## src/rtl/dpcm_decoder_if.sv

```systemverilog
// Handshake bundle between the DPCM decoder and its neighbours: code input
// channel, sample output channel and the clip counter status.
interface dpcm_decoder_if #(
   parameter int CODE_W   = 4,
   parameter int SAMPLE_W = 8
);
   logic                in_valid;
   logic                in_ready;
   logic [CODE_W-1:0]   code;
   logic                out_valid;
   logic                out_ready;
   logic [SAMPLE_W-1:0] sample;
   logic [7:0]          sat_count;

   // Decoder side
   modport slave (
      input  in_valid, code, out_ready,
      output in_ready, out_valid, sample, sat_count
   );

   // Producer / consumer side
   modport master (
      output in_valid, code, out_ready,
      input  in_ready, out_valid, sample, sat_count
   );
endinterface

```

## src/rtl/dpcm_decoder.sv

```systemverilog
// DPCM decoder: accumulates signed difference codes onto a saturating
// predictor and presents reconstructed samples through a 2-entry buffer.
module dpcm_decoder #(
   parameter int CODE_W   = 4,
   parameter int SAMPLE_W = 8,
   parameter int INIT     = 0
) (
   input logic            clock,
   input logic            reset,
   dpcm_decoder_if.slave  bus
);

   localparam int SUM_W = SAMPLE_W + 2;
   localparam logic [SAMPLE_W-1:0]     INIT_V = SAMPLE_W'(INIT);
   localparam logic signed [SUM_W-1:0] MAX_S  = {2'b00, {SAMPLE_W{1'b1}}};

   typedef enum logic [1:0] {
      EMPTY,
      ONE,
      FULL
   } state_t;

   state_t              state_q, state_d;
   logic [SAMPLE_W-1:0] pred_q, pred_d;
   logic [SAMPLE_W-1:0] head_q, head_d;
   logic [SAMPLE_W-1:0] tail_q, tail_d;
   logic [7:0]          sat_q, sat_d;

   logic                    accept;
   logic                    pop;
   logic signed [SUM_W-1:0] sum;
   logic [SAMPLE_W-1:0]     result;
   logic                    clipped;

   // Reconstruct the candidate sample and clip it into the legal range
   always_comb begin
      sum = $signed({2'b00, pred_q})
          + $signed({{(SUM_W-CODE_W){bus.code[CODE_W-1]}}, bus.code});
      result  = sum[SAMPLE_W-1:0];
      clipped = 1'b0;
      if (sum < 0) begin
         result  = '0;
         clipped = 1'b1;
      end else if (sum > MAX_S) begin
         result  = '1;
         clipped = 1'b1;
      end
   end

   // State register plus predictor, buffer entries and clip counter
   always_ff @(posedge clock) begin
      if (reset) begin
         state_q <= EMPTY;
         pred_q  <= INIT_V;
         head_q  <= '0;
         tail_q  <= '0;
         sat_q   <= '0;
      end else begin
         state_q <= state_d;
         pred_q  <= pred_d;
         head_q  <= head_d;
         tail_q  <= tail_d;
         sat_q   <= sat_d;
      end
   end

   // Next-state logic; accept is gated by registered state only, so a pop
   // while FULL never opens the input on the same edge
   always_comb begin
      accept  = bus.in_valid && (state_q != FULL);
      pop     = bus.out_ready && (state_q != EMPTY);
      state_d = state_q;
      pred_d  = pred_q;
      head_d  = head_q;
      tail_d  = tail_q;
      sat_d   = sat_q;

      if (accept) begin
         pred_d = result;
         if (clipped && (sat_q != 8'hFF)) begin
            sat_d = sat_q + 8'd1;
         end
      end

      case (state_q)
         EMPTY: begin
            if (accept) begin
               head_d  = result;
               state_d = ONE;
            end
         end
         ONE: begin
            if (accept && pop) begin
               head_d = result;
            end else if (accept) begin
               tail_d  = result;
               state_d = FULL;
            end else if (pop) begin
               state_d = EMPTY;
            end
         end
         FULL: begin
            if (pop) begin
               head_d  = tail_q;
               state_d = ONE;
            end
         end
         default: state_d = EMPTY;
      endcase
   end

   // Outputs derived from registered state only
   always_comb begin
      bus.in_ready  = (state_q != FULL);
      bus.out_valid = (state_q != EMPTY);
      bus.sample    = head_q;
      bus.sat_count = sat_q;
   end

endmodule

```

## src/flat_wrapper.sv

```systemverilog
// flat-port wrapper written by rule: the top's interface ports become plain ports
module dpcm_decoder_flat 
#(
   parameter int CODE_W   = 4,
   parameter int SAMPLE_W = 8,
   parameter int INIT     = 0
)
  (clock, reset, bus_in_valid, bus_code, bus_out_ready, bus_in_ready, bus_out_valid, bus_sample, bus_sat_count);
  dpcm_decoder_if #(.CODE_W(CODE_W), .SAMPLE_W(SAMPLE_W)) bus_i ();
  input logic clock;
  input logic reset;
  input wire logic [$bits(bus_i.in_valid)-1:0] bus_in_valid;
  input wire logic [$bits(bus_i.code)-1:0] bus_code;
  input wire logic [$bits(bus_i.out_ready)-1:0] bus_out_ready;
  output wire logic [$bits(bus_i.in_ready)-1:0] bus_in_ready;
  output wire logic [$bits(bus_i.out_valid)-1:0] bus_out_valid;
  output wire logic [$bits(bus_i.sample)-1:0] bus_sample;
  output wire logic [$bits(bus_i.sat_count)-1:0] bus_sat_count;
  assign bus_i.in_valid = bus_in_valid;
  assign bus_i.code = bus_code;
  assign bus_i.out_ready = bus_out_ready;
  assign bus_in_ready = bus_i.in_ready;
  assign bus_out_valid = bus_i.out_valid;
  assign bus_sample = bus_i.sample;
  assign bus_sat_count = bus_i.sat_count;
  dpcm_decoder #(.CODE_W(CODE_W), .SAMPLE_W(SAMPLE_W), .INIT(INIT)) u_core (.clock(clock), .reset(reset), .bus(bus_i));
endmodule
```

## config.mk

```make
export PLATFORM = sky130hd
export DESIGN_NAME = dpcm_decoder_flat
export DESIGN_NICKNAME = d
export VERILOG_FILES = /design/src/rtl/dpcm_decoder_if.sv /design/src/rtl/dpcm_decoder.sv /design/src/flat_wrapper.sv
export SDC_FILE = /design/constraint.sdc
export NUM_CORES = 1
export LEC_CHECK = 0
export BUFFER_PORTS_ARGS = -buffer_cell sky130_fd_sc_hd__buf_2
export CORE_ASPECT_RATIO = 0.5
export CORE_UTILIZATION = 50
export DETAILED_ROUTE_END_ITERATION = 7
export PLACE_DENSITY = 0.67
export SLEW_MARGIN = 5
export SYNTH_ARGS = -nofsm -noshare
export SYNTH_HDL_FRONTEND = slang
export SYNTH_SLANG_ARGS = --single-unit
```

## constraint.sdc

```tcl
create_clock -name clock -period 3.5 [get_ports clock]
set_clock_uncertainty 0.2 [all_clocks]
set_input_delay 0.175 -clock clock [delete_from_list [all_inputs] [get_ports clock]]
set_output_delay 0.175 -clock clock [all_outputs]
set_load 0.01 [all_outputs]
```

---- After elaboration in Yosys (flattened, before gate mapping) ----
Index checks and enable logic that the tools add are counted.
Widths: inputs -> output; s select.
word-level totals
  bits in registers ....................... 34
  output and inout port bits .............. 18
  logic and storage cells ................. 44
cells by class
  $add $sub $neg .......................... 2
  order comparisons ....................... 2
  equality and inequality tests ........... 9
  mux-type cells .......................... 14
  bitwise gates (word level) .............. 1
  reductions and logical operators ........ 11
operator list
  kind                 count
  $mux 8               5
  $pmux 8 s3           1
  $add 9x4->10         1
  $gt 10x9->1 const B  1
  $lt 10x1->1 const B  1
  $mux 2               5
  $add 8x1->8 const B  1
  $ne 8x8->1 const B   1
  $reduce_and 4->1     2
  $ne 2x1->1 const B   3
  $pmux 2 s3           1
  $logic_and 1x1->1    4
  $ne 2x2->1 const B   2
  $ne 3x1->1 const B   1
  $reduce_and 3->1     1
  $reduce_bool 3->1    1
  $eq 2x1->1 const B   1
  $eq 2x2->1 const B   1
  $logic_not 2->1      1
  $mux 1               2
  $reduce_and 2->1     1
  $reduce_bool 2->1    1
  $not 1->1            1

---- Longest topological paths before layout ----
Gate-level depths: netlist of run 1.
  word-level depth ........................ 6
  mapped depth ............................ 10

---- Least setup slack after synthesis of run 1 ----
OpenSTA, ideal clock, no wires.
  path type ............................... reg-to-reg
  start point ............................. register u_core.pred_q[0]
  end point ............................... register u_core.sat_q[0], in the netlist u_core.bus.sat_count[0]
  data arrival time ....................... 2.234 ns
  setup slack ............................. 0.944 ns
  cell stages (with the launch flop) ...... 11
  clock period less this slack ............ 2.556 ns
  path through ............................ dfxtp_1 > ha_1 > inv_1 > fa_1 > nor2b_4 > o31a_4 > o21a_1 > nor3_2 > buf_6 > nor3b_2 > mux2_4
between the ends
  longest elaborated chain between the ends .. 6
ends and longest elaborated chain
  element                              RTL line            text
  from (decl)                          dpcm_decoder.sv:24  logic [SAMPLE_W-1:0] pred_q, pred_d;
  from (signal assigned)               dpcm_decoder.sv:60  pred_q <= pred_d;
  $add 9x4->10 *                       dpcm_decoder.sv:38  + $signed({{(SUM_W-CODE_W){bus.code[CODE_W-1]}}, bus.code});
  $gt 10x9->1                          dpcm_decoder.sv:44  end else if (sum > MAX_S) begin
  $mux 1                               dpcm_decoder.sv:44
  $mux 1 *                             dpcm_decoder.sv:41  if (sum < 0) begin
  $logic_and 1x1->1 *                  dpcm_decoder.sv:80  if (clipped && (sat_q != 8'hFF)) begin
  $reduce_and 2->1 (no source line) *  -
  to (signal assigned)                 dpcm_decoder.sv:63  sat_q <= sat_d;
  to (decl)                            dpcm_decoder.sv:27  logic [7:0] sat_q, sat_d;
Every way passes the cells marked *; elsewhere a longest branch is shown, timed or not.
A chain may end at the register's enable or synchronous reset.

---- Worst setup path in the final report of run 1 ----
Ends and elaborated chain as after synthesis.

==> metrics.md, run 1 <==
| Metric | Value |
|---|---|
| Post-synth top area share | a little under a third |
| CTS Buffer Depth | 2 |
| R2R depth | 10 |
| Routed wire length | about 5600 um |
| Count leader, synth | dfxtp_1 |
| Clock Latency Late Sink | about 290 ps |
| Total gr overflow | 0 |
| P_int | around 0.68 mW |
| Part of the power in combinational logic | 27.8% |
| Post-synth EDFFs | 0 |
| Setup WS post-layout | between 600 and 700 ps |
| Final nets | 312 |
| Ys Warns | 0 |
| Yosys reg bits | 34 |
| Cell taking the most area after synthesis | dfxtp_1 |
| Terminus of the critical flop-to-flop path | u_core.bus.sat_count[0]$_SDFFE_PP0P_ |
| Min-delay worst type | primary input to flip-flop |
| Synthesized Nets | about 290 |
| Switching power | approximately 0.35 mW |
| Post-Synthesis Cells | about 270 |
| Worst Hold End | u_core.pred_q[7]$_SDFFE_PP0P_ |
| Req. time, crit path | around 3500 ps |
| Final hold vios | 0 |
| ANT cells | 0 |
| HPWL Detailed | between 4000 and 5000 um |
| Synthesis-to-layout area growth | 11.74% |
| Final instance count without filler cells | between 300 and 400 |
| WL per Instance | 15.95 um |
| Post-Syn Area | 0.002206 sq mm |
| Antenna Violating Nets Remaining | 0 |
| Synth cell types | 62 |
| Cell Pwr Density | about 420 mW/mm^2 |
| Core Area | ~0.0041 sq mm |
| Seq/Total Area, Yosys | approximately 31% |
| Max-slew headroom | a little over half |
| Slew of the pin with the lowest slew margin | 691.6 ps |
| Die area | about 0.0047 sq mm |
| Worst Setup End Kind | flip-flop |
| Post-CTS setup buffer count | 0 |
| Largest cells by area after synthesis | dfxtp_1, ha_1, nor2_1 |
| Reg2Reg Setup Slack | between 600 and 700 ps |
| # setup viols final | 0 |
| Violation count after the first detailed-routing iteration | ~180 |
| Pre-CTS setup slack | roughly 630 ps |
| Largest net degree at the start of global routing | 33 |
| TritonCTS clock tree | yes |
| Post-synth top cells | dfxtp_1, nor2_1, a21oi_1, nand2_1, o21ai_0 |
| First-pass GRT wire length | 9204 um |
| Worst r2r src | u_core.pred_q[0]$_SDFFE_PP0P_ |
| Final worst path period need | ~2900 ps |
| Boundary Pins | 26 |
| Layout cells sized above 1 | between 10% and 20% |
| Vias per inst | around 6 |
| CTS clock-pin slew for the worst setup and hold paths | around 70 ps |
| Period utilization | approximately four fifths |
| Max Fclk | ~350 MHz |
| 1st-pass router iterations | 5 |
| Max-slew violations | 0 |
| RSZ-0062 raised after global routing | no |
| RePlAce Congestion | a little over 0.9 |
| Port Buf Inserts | 25 |
| Vias in the first global route | approximately 1800 |
| Sink Count | 34 |
| Sw Ratio | between 30% and 40% |
| Rows | 16 |
| Max FO, Critical Path | 11 |
| Clk Tree Root Cell | clkbuf_8 |
| IR drop worst, VDD | roughly 0.19 mV |
| Remaining DRCs | 0 |
| Initial Util | 54.28% |
| Pleak | just over 1 nW |
| Fin Setup TNS | 0 ps |
| Proportion of power drawn by the clock network | between 30% and 40% |
| Total track usage | around a quarter |
| Status | finished clean |
| Die Height | around 49 um |
| Via count | 2133 |
| Most used DFF post-synth | dfxtp_1 |
| Post-synthesis async set-or-reset flop share | 0% |
| Arr. time, crit path | approximately 2900 ps |
| Max Cap Viol | 0 |
| CTS H-tree lvls | 2 |
| HP Start | bus_in_valid |
| Initial antenna violation count | 0 |
| CP Launch Type | flip-flop |
| Hold Path Depth | 3 |
| Reg power frac | a little over two fifths |
| Die span in x | roughly 96 um |
| Setup CP Type | flip-flop to flip-flop |
| Cells after DPL | 339 |
| Synthesized area per cell | between 8 and 9 sq um |
| Number of buffers created by CTS | 5 |
## worst max-delay path by stage
stage / from / to / slack, ps
global route: u_core.pred_q[0]$_SDFFE_PP0P_ / u_core.bus.sat_count[0]$_SDFFE_PP0P_ / 510
detailed placement: bus_code[3] / u_core.bus.sat_count[0]$_SDFFE_PP0P_ / 630
global placement: bus_code[3] / u_core.bus.sat_count[0]$_SDFFE_PP0P_ / 700
CTS: u_core.pred_q[0]$_SDFFE_PP0P_ / u_core.bus.sat_count[0]$_SDFFE_PP0P_ / 650
floorplan: u_core.pred_q[0]$_SDFFE_PP0P_ / u_core.bus.sat_count[0]$_SDFFE_PP0P_ / 940
finish: u_core.pred_q[0]$_SDFFE_PP0P_ / u_core.bus.sat_count[0]$_SDFFE_PP0P_ / 640
## placed cells by master, fill, tap and decap left out, types with 3 or more instances in the layout
master and instances:
xor2_1 3, nand2_1 19, nor2b_1 6, and3_1 4, ha_1 10, nand4_1 7, o211ai_1 3, a221oi_1 5
nor2_1 28, o21a_1 3, inv_1 12, buf_2 25, clkbuf_8 6, nand3_1 11, nor3_2 3, o41ai_1 3
or4_1 3, nor3_1 3, dfxtp_1 34, a211oi_1 9, a21oi_1 20, a31oi_1 7, o31ai_1 8, o21ai_0 13
## power groups by stage
stage               clock network [mW]  logic [mW]  registers [mW]
finish                           0.314       0.286           0.429
global placement                     0       0.276           0.437
global route                     0.342       0.315           0.433
CTS                              0.318       0.282           0.429
detailed placement                   0       0.280           0.438
floorplan                            0       0.204           0.440
## flip-flops by register name, summed over array words and instances (netlist names)
signal / count
u_core.bus.sample: 8
u_core.bus.sat_count: 8
u_core.pred_q: 8
u_core.state_q: 2
u_core.tail_q: 8
## cells by family after synthesis
logic type                 share of synthesized area, %
AOI/OAI and AO/OA                                 27.74
xor gates and xnor gates                          1.986
adders and majority gates                         6.580
buffers and inverters                             4.877
DFF                                               30.86
muxes                                             2.155
and+or+nand+nor                                   25.81
## metal layers
layer	global-route usage [%]	wire [um]	up-vias
li1	-	-	1048
met1	38.80	2714	998
met2	36.79	2248	83
met3	7.321	551	4
met4	6.468	36	0
met5	0	0	-
## worst max-delay path, cell delays in order, from the launching register on
cell,delay (ps)
dfxtp_1,340
ha_1,200
inv_1,60
fa_1,430
nor2b_4,150
o31a_4,180
o21a_1,290
nor3_2,90
buf_4,200
nor3b_2,280
mux2_4,330
## cell type report
type | count | area (sq um)
tap | 54 | 67.56
multi-input combinational | 210 | 1418
clock inverter | 2 | 12.51
fill | 379 | 1599
inverter | 14 | 53.80
sequential | 34 | 680.7
timing repair buffer | 28 | 150.1
clock buffer | 6 | 82.58
## through the flow
| stage | cell area [sq um] | util (%) | hold slack (ps) | power, mW |
|---|---|---|---|---|
| after detailed placement | 2360 | 58.07 | 217.9 | 0.7175 |
| after global placement | 2360 | 58.07 | 206.0 | 0.7129 |
| after CTS | 2465 | 60.65 | 144.3 | 1.029 |
| after global routing | 2465 | 60.65 | 185.4 | 1.090 |
| after floorplan | 2206 | - | 54.31 | 0.6437 |
| final | 2465 | 60.65 | 160.9 | 1.029 |
## what timing repair did
item,CTS,global route
hold endpoints to repair,1,0
hold buffers,1,0
gates resized for setup,0,0
(Power assumes the default switching activity.)
==> inputs of run 2 (changes only) <==
- PLACE_DENSITY: 0.67 -> 0.7
- clock period: 3.5 -> 2.5 ns (I/O delays scaled with it)
==> run 2 against run 1 <==
  * Critical path depth is 1 lower
  * First-iteration DRC count decreased by 21%
  * Global-route usage rose by 1.9 points
  * Via count up 7.2%
  * Die area did not move
  * Largest power group unchanged
  * Highest routed layer unchanged
==> metrics.md, run 2 (synthesized netlist as in run 1, its figures left out) <==
| Metric | Value |
|---|---|
| Pleak | 1.192 nW (+17%) |
| Initial Util | 54.28% (unchanged) |
| Violation count after the first detailed-routing iteration | 139 (-21%) |
| Fin area | 0.002826 sq mm (+15%) |
| Number of buffers created by CTS | 5 (unchanged) |
| Crit path depth | 9 (-1) |
| Largest net degree at the start of global routing | 32 (-3.0%) |
| Arr. time, crit path | 2450 ps (-400 ps) |
| R2R depth | 9 (-1) |
| Die span in x | 95.94 um (unchanged) |
| Crit path cell chain | ha_4 -> inv_2 -> fa_2 -> nor2b_4 -> o31a_4 -> o21a_4 -> nor3_4 -> nor3_2 -> mux2_1 |
| Slew of the pin with the lowest slew margin | 510.7 ps (-180.9 ps) |
| Post-DP Area | 0.002589 sq mm (+9.7%) |
| Setup CP Type | flip-flop to flip-flop |
| Max FO, Critical Path | 6 (-5) |
| Req. time, crit path | 2470 ps (-1020 ps) |
| WL per Instance | 16.19 um (+1.5%) |
| Max-slew violations | 0 (unchanged) |
| RePlAce Congestion | 0.9273 (-0.82%) |
| Port Buf Inserts | 25 (unchanged) |
| Clk Tree Root Cell | clkbuf_8 |
| Core Area | 0.004064 sq mm (unchanged) |
| Hold_ws | 114.5 ps (-46.47 ps) |
| CTS H-tree lvls | 2 (unchanged) |
| Synthesis-to-layout area growth | 28.13% |
| Final hold vios | 0 (unchanged) |
| Antenna Violating Nets Remaining | 0 (unchanged) |
| Pre-CTS setup slack | -56.07 ps (-690.6 ps) |
| Max Cap Viol | 0 (unchanged) |
| CP Launch Point | u_core.pred_q[0]$_SDFFE_PP0P_ |
| Terminus of the critical flop-to-flop path | u_core.bus.sat_count[5]$_SDFFE_PP0P_ |
| Boundary Pins | 26 (unchanged) |
| Fillcell total | 316 (-17%) |
| Most common cell after layout, fill and taps aside | dfxtp_1 |
| Layout cells sized above 1 | 31.29% (+12 points) |
| Routed wire length | 6153 um (+11%) |
| CP top delay family | compound AO/OA/AOI/OAI gates |
| Worst r2r src | u_core.pred_q[0]$_SDFFE_PP0P_ |
| Min-delay worst type | primary input to flip-flop |
| Clock Latency Late Sink | 290 ps (about the same) |
| CTS Buffer Depth | 2 (unchanged) |
| Die Height | 48.97 um (unchanged) |
| Critical Path Slowest Stage Cell | nor3_4 |
| Total gr overflow | 0 (unchanged) |
| Total track usage | 27.97% (+1.9 points) |
| Max Fclk | 403.9 MHz (+15%) |
| CP max stage delay | 360 ps (-70 ps) |
| TritonCTS clock tree | yes |
| Worst Setup EP | u_core.bus.sat_count[5]$_SDFFE_PP0P_ |
| Final worst path period need | 2476 ps (-383.6 ps) |
| IR drop worst, VDD | 0.3016 mV (+58%) |
| Die area | 0.004697 sq mm (unchanged) |
| Register area | 681.9 sq um (+0.18%) |
| CP bufs+invs | 1 (-1) |
| HPWL Detailed | 4403 um (+8.3%) |
| Cell Pwr Density | 571.5 mW/mm^2 (+37%) |
| Sink Count | 34 (unchanged) |
| Initial antenna violation count | 0 (unchanged) |
| Area of the multi-input gates | 0.001523 sq mm (+7.4%) |
| Via count | 2286 (+7.2%) |
| Remaining DRCs | 0 (unchanged) |
| Reg2Reg Setup Slack | 20 ps (-620 ps) |
| Final nets | 344 (+10%) |
| Most frequent cells in the layout | dfxtp_1, buf_4, nor2_1 |
| Rows | 16 (unchanged) |
| Period utilization | 99.02% (+17 points) |
| Status | finished clean |
| 1st-pass router iterations | 4 (-1) |
| Setup WS post-layout | 24.38 ps (-616.4 ps) |
| CTS clock-pin slew for the worst setup and hold paths | 80 ps (about the same) |
| Max-slew headroom | 65.79% (+12 points) |
| # setup viols final | 0 (unchanged) |
| ANT cells | 0 (unchanged) |
| Vias per inst | 6.016 (-1.9%) |
| CP Launch Type | flip-flop |
| Vias in the first global route | 2068 (+14%) |
| Worst Setup End Kind | flip-flop |
| RSZ-0062 raised after global routing | yes |
| First-pass GRT wire length | 9977 um (+8.4%) |
==> run 2: changes by cell type in the layout (fill, tap and decap cells not counted), sizes merged <==
| cell | delta |
|---|---|
| buf | +31 |
| clkbuf | -1 |
| bufinv | +1 |
| clkinv | -1 |
| nor3 | +1 |
| clkinvlp | +1 |
==> run 2: layout make-up <==
type | count | area share [%]
Multi-Input combinational cell | 211 | 53.87
Inverter | 14 | 1.903
Sequential cell | 34 | 24.13
Tap cell | 54 | 2.390
Clock inverter | 3 | 1.594
Timing Repair Buffer | 59 | 13.68
Clock buffer | 5 | 2.435
==> run 2: worst min path at each step <==
stage,start,endpoint,depth (start not counted),slack [ps]
CTS,bus_in_valid,u_core.state_q[0]$_SDFFE_PP0P_,4,110
global route,reset,u_core.tail_q[4]$_SDFFE_PP0P_,3,150
floorplan,bus_out_ready,u_core.state_q[1]$_SDFFE_PP0P_,1,4
finish,bus_in_valid,u_core.state_q[0]$_SDFFE_PP0P_,4,110
global placement,bus_out_ready,u_core.state_q[1]$_SDFFE_PP0P_,2,160
detailed placement,bus_out_ready,u_core.state_q[1]$_SDFFE_PP0P_,2,160
==> run 2: metrics by stage <==
| stage | TNS (ps) | total power [mW] | cells | utilization, % |
|---|---|---|---|---|
| detailed placement | -269.7 | 1.063 | 366 | 63.70 |
| floorplan | 0 | 0.9062 | 268 | - |
| global route | -184.8 | 1.697 | 380 | 69.55 |
| finish | 0 | 1.615 | 380 | 69.55 |
| CTS | 0 | 1.593 | 378 | 68.01 |
| global placement | -4.338 | 1.054 | 366 | 63.70 |
==> run 2: layer usage <==
metal	share of wire [%]	track usage (%)	wire, um	vias to the layer above
met1	50	39.77	3085	1075
met3	6.3	6.698	388	5
met4	0.98	9.204	60	0
met2	43	41.31	2619	85
li1	-	-	-	1121
met5	0	0	0	-
==> run 2: where the power goes <==
part           internal [mW]  switching, mW  leakage [nW]
Combinational          0.213          0.283         0.864
Sequential             0.577         0.0253         0.278
Clock                  0.297          0.220        0.0504
Total                   1.09          0.528          1.19
==> run 2: what timing repair did <==
action / CTS / global route
resized for setup: 8 / 10
endpoints found under the hold margin: 1 / 0
setup buffers: 3 / 2
hold buffers: 1 / 0
setup endpoints to repair: 8 / 23
pin swaps: 9 / 7
gates cloned: 0 / 1
==> run 2: worst reg2reg max path, stage by stage (launching register included) <==
cell and delay [ps]:
dfxtp_2 340, ha_4 160, inv_2 50, fa_2 230, nor2b_4 50, o31a_4 310, o21a_4 240, nor3_4 370
nor3_2 90, mux2_1 320
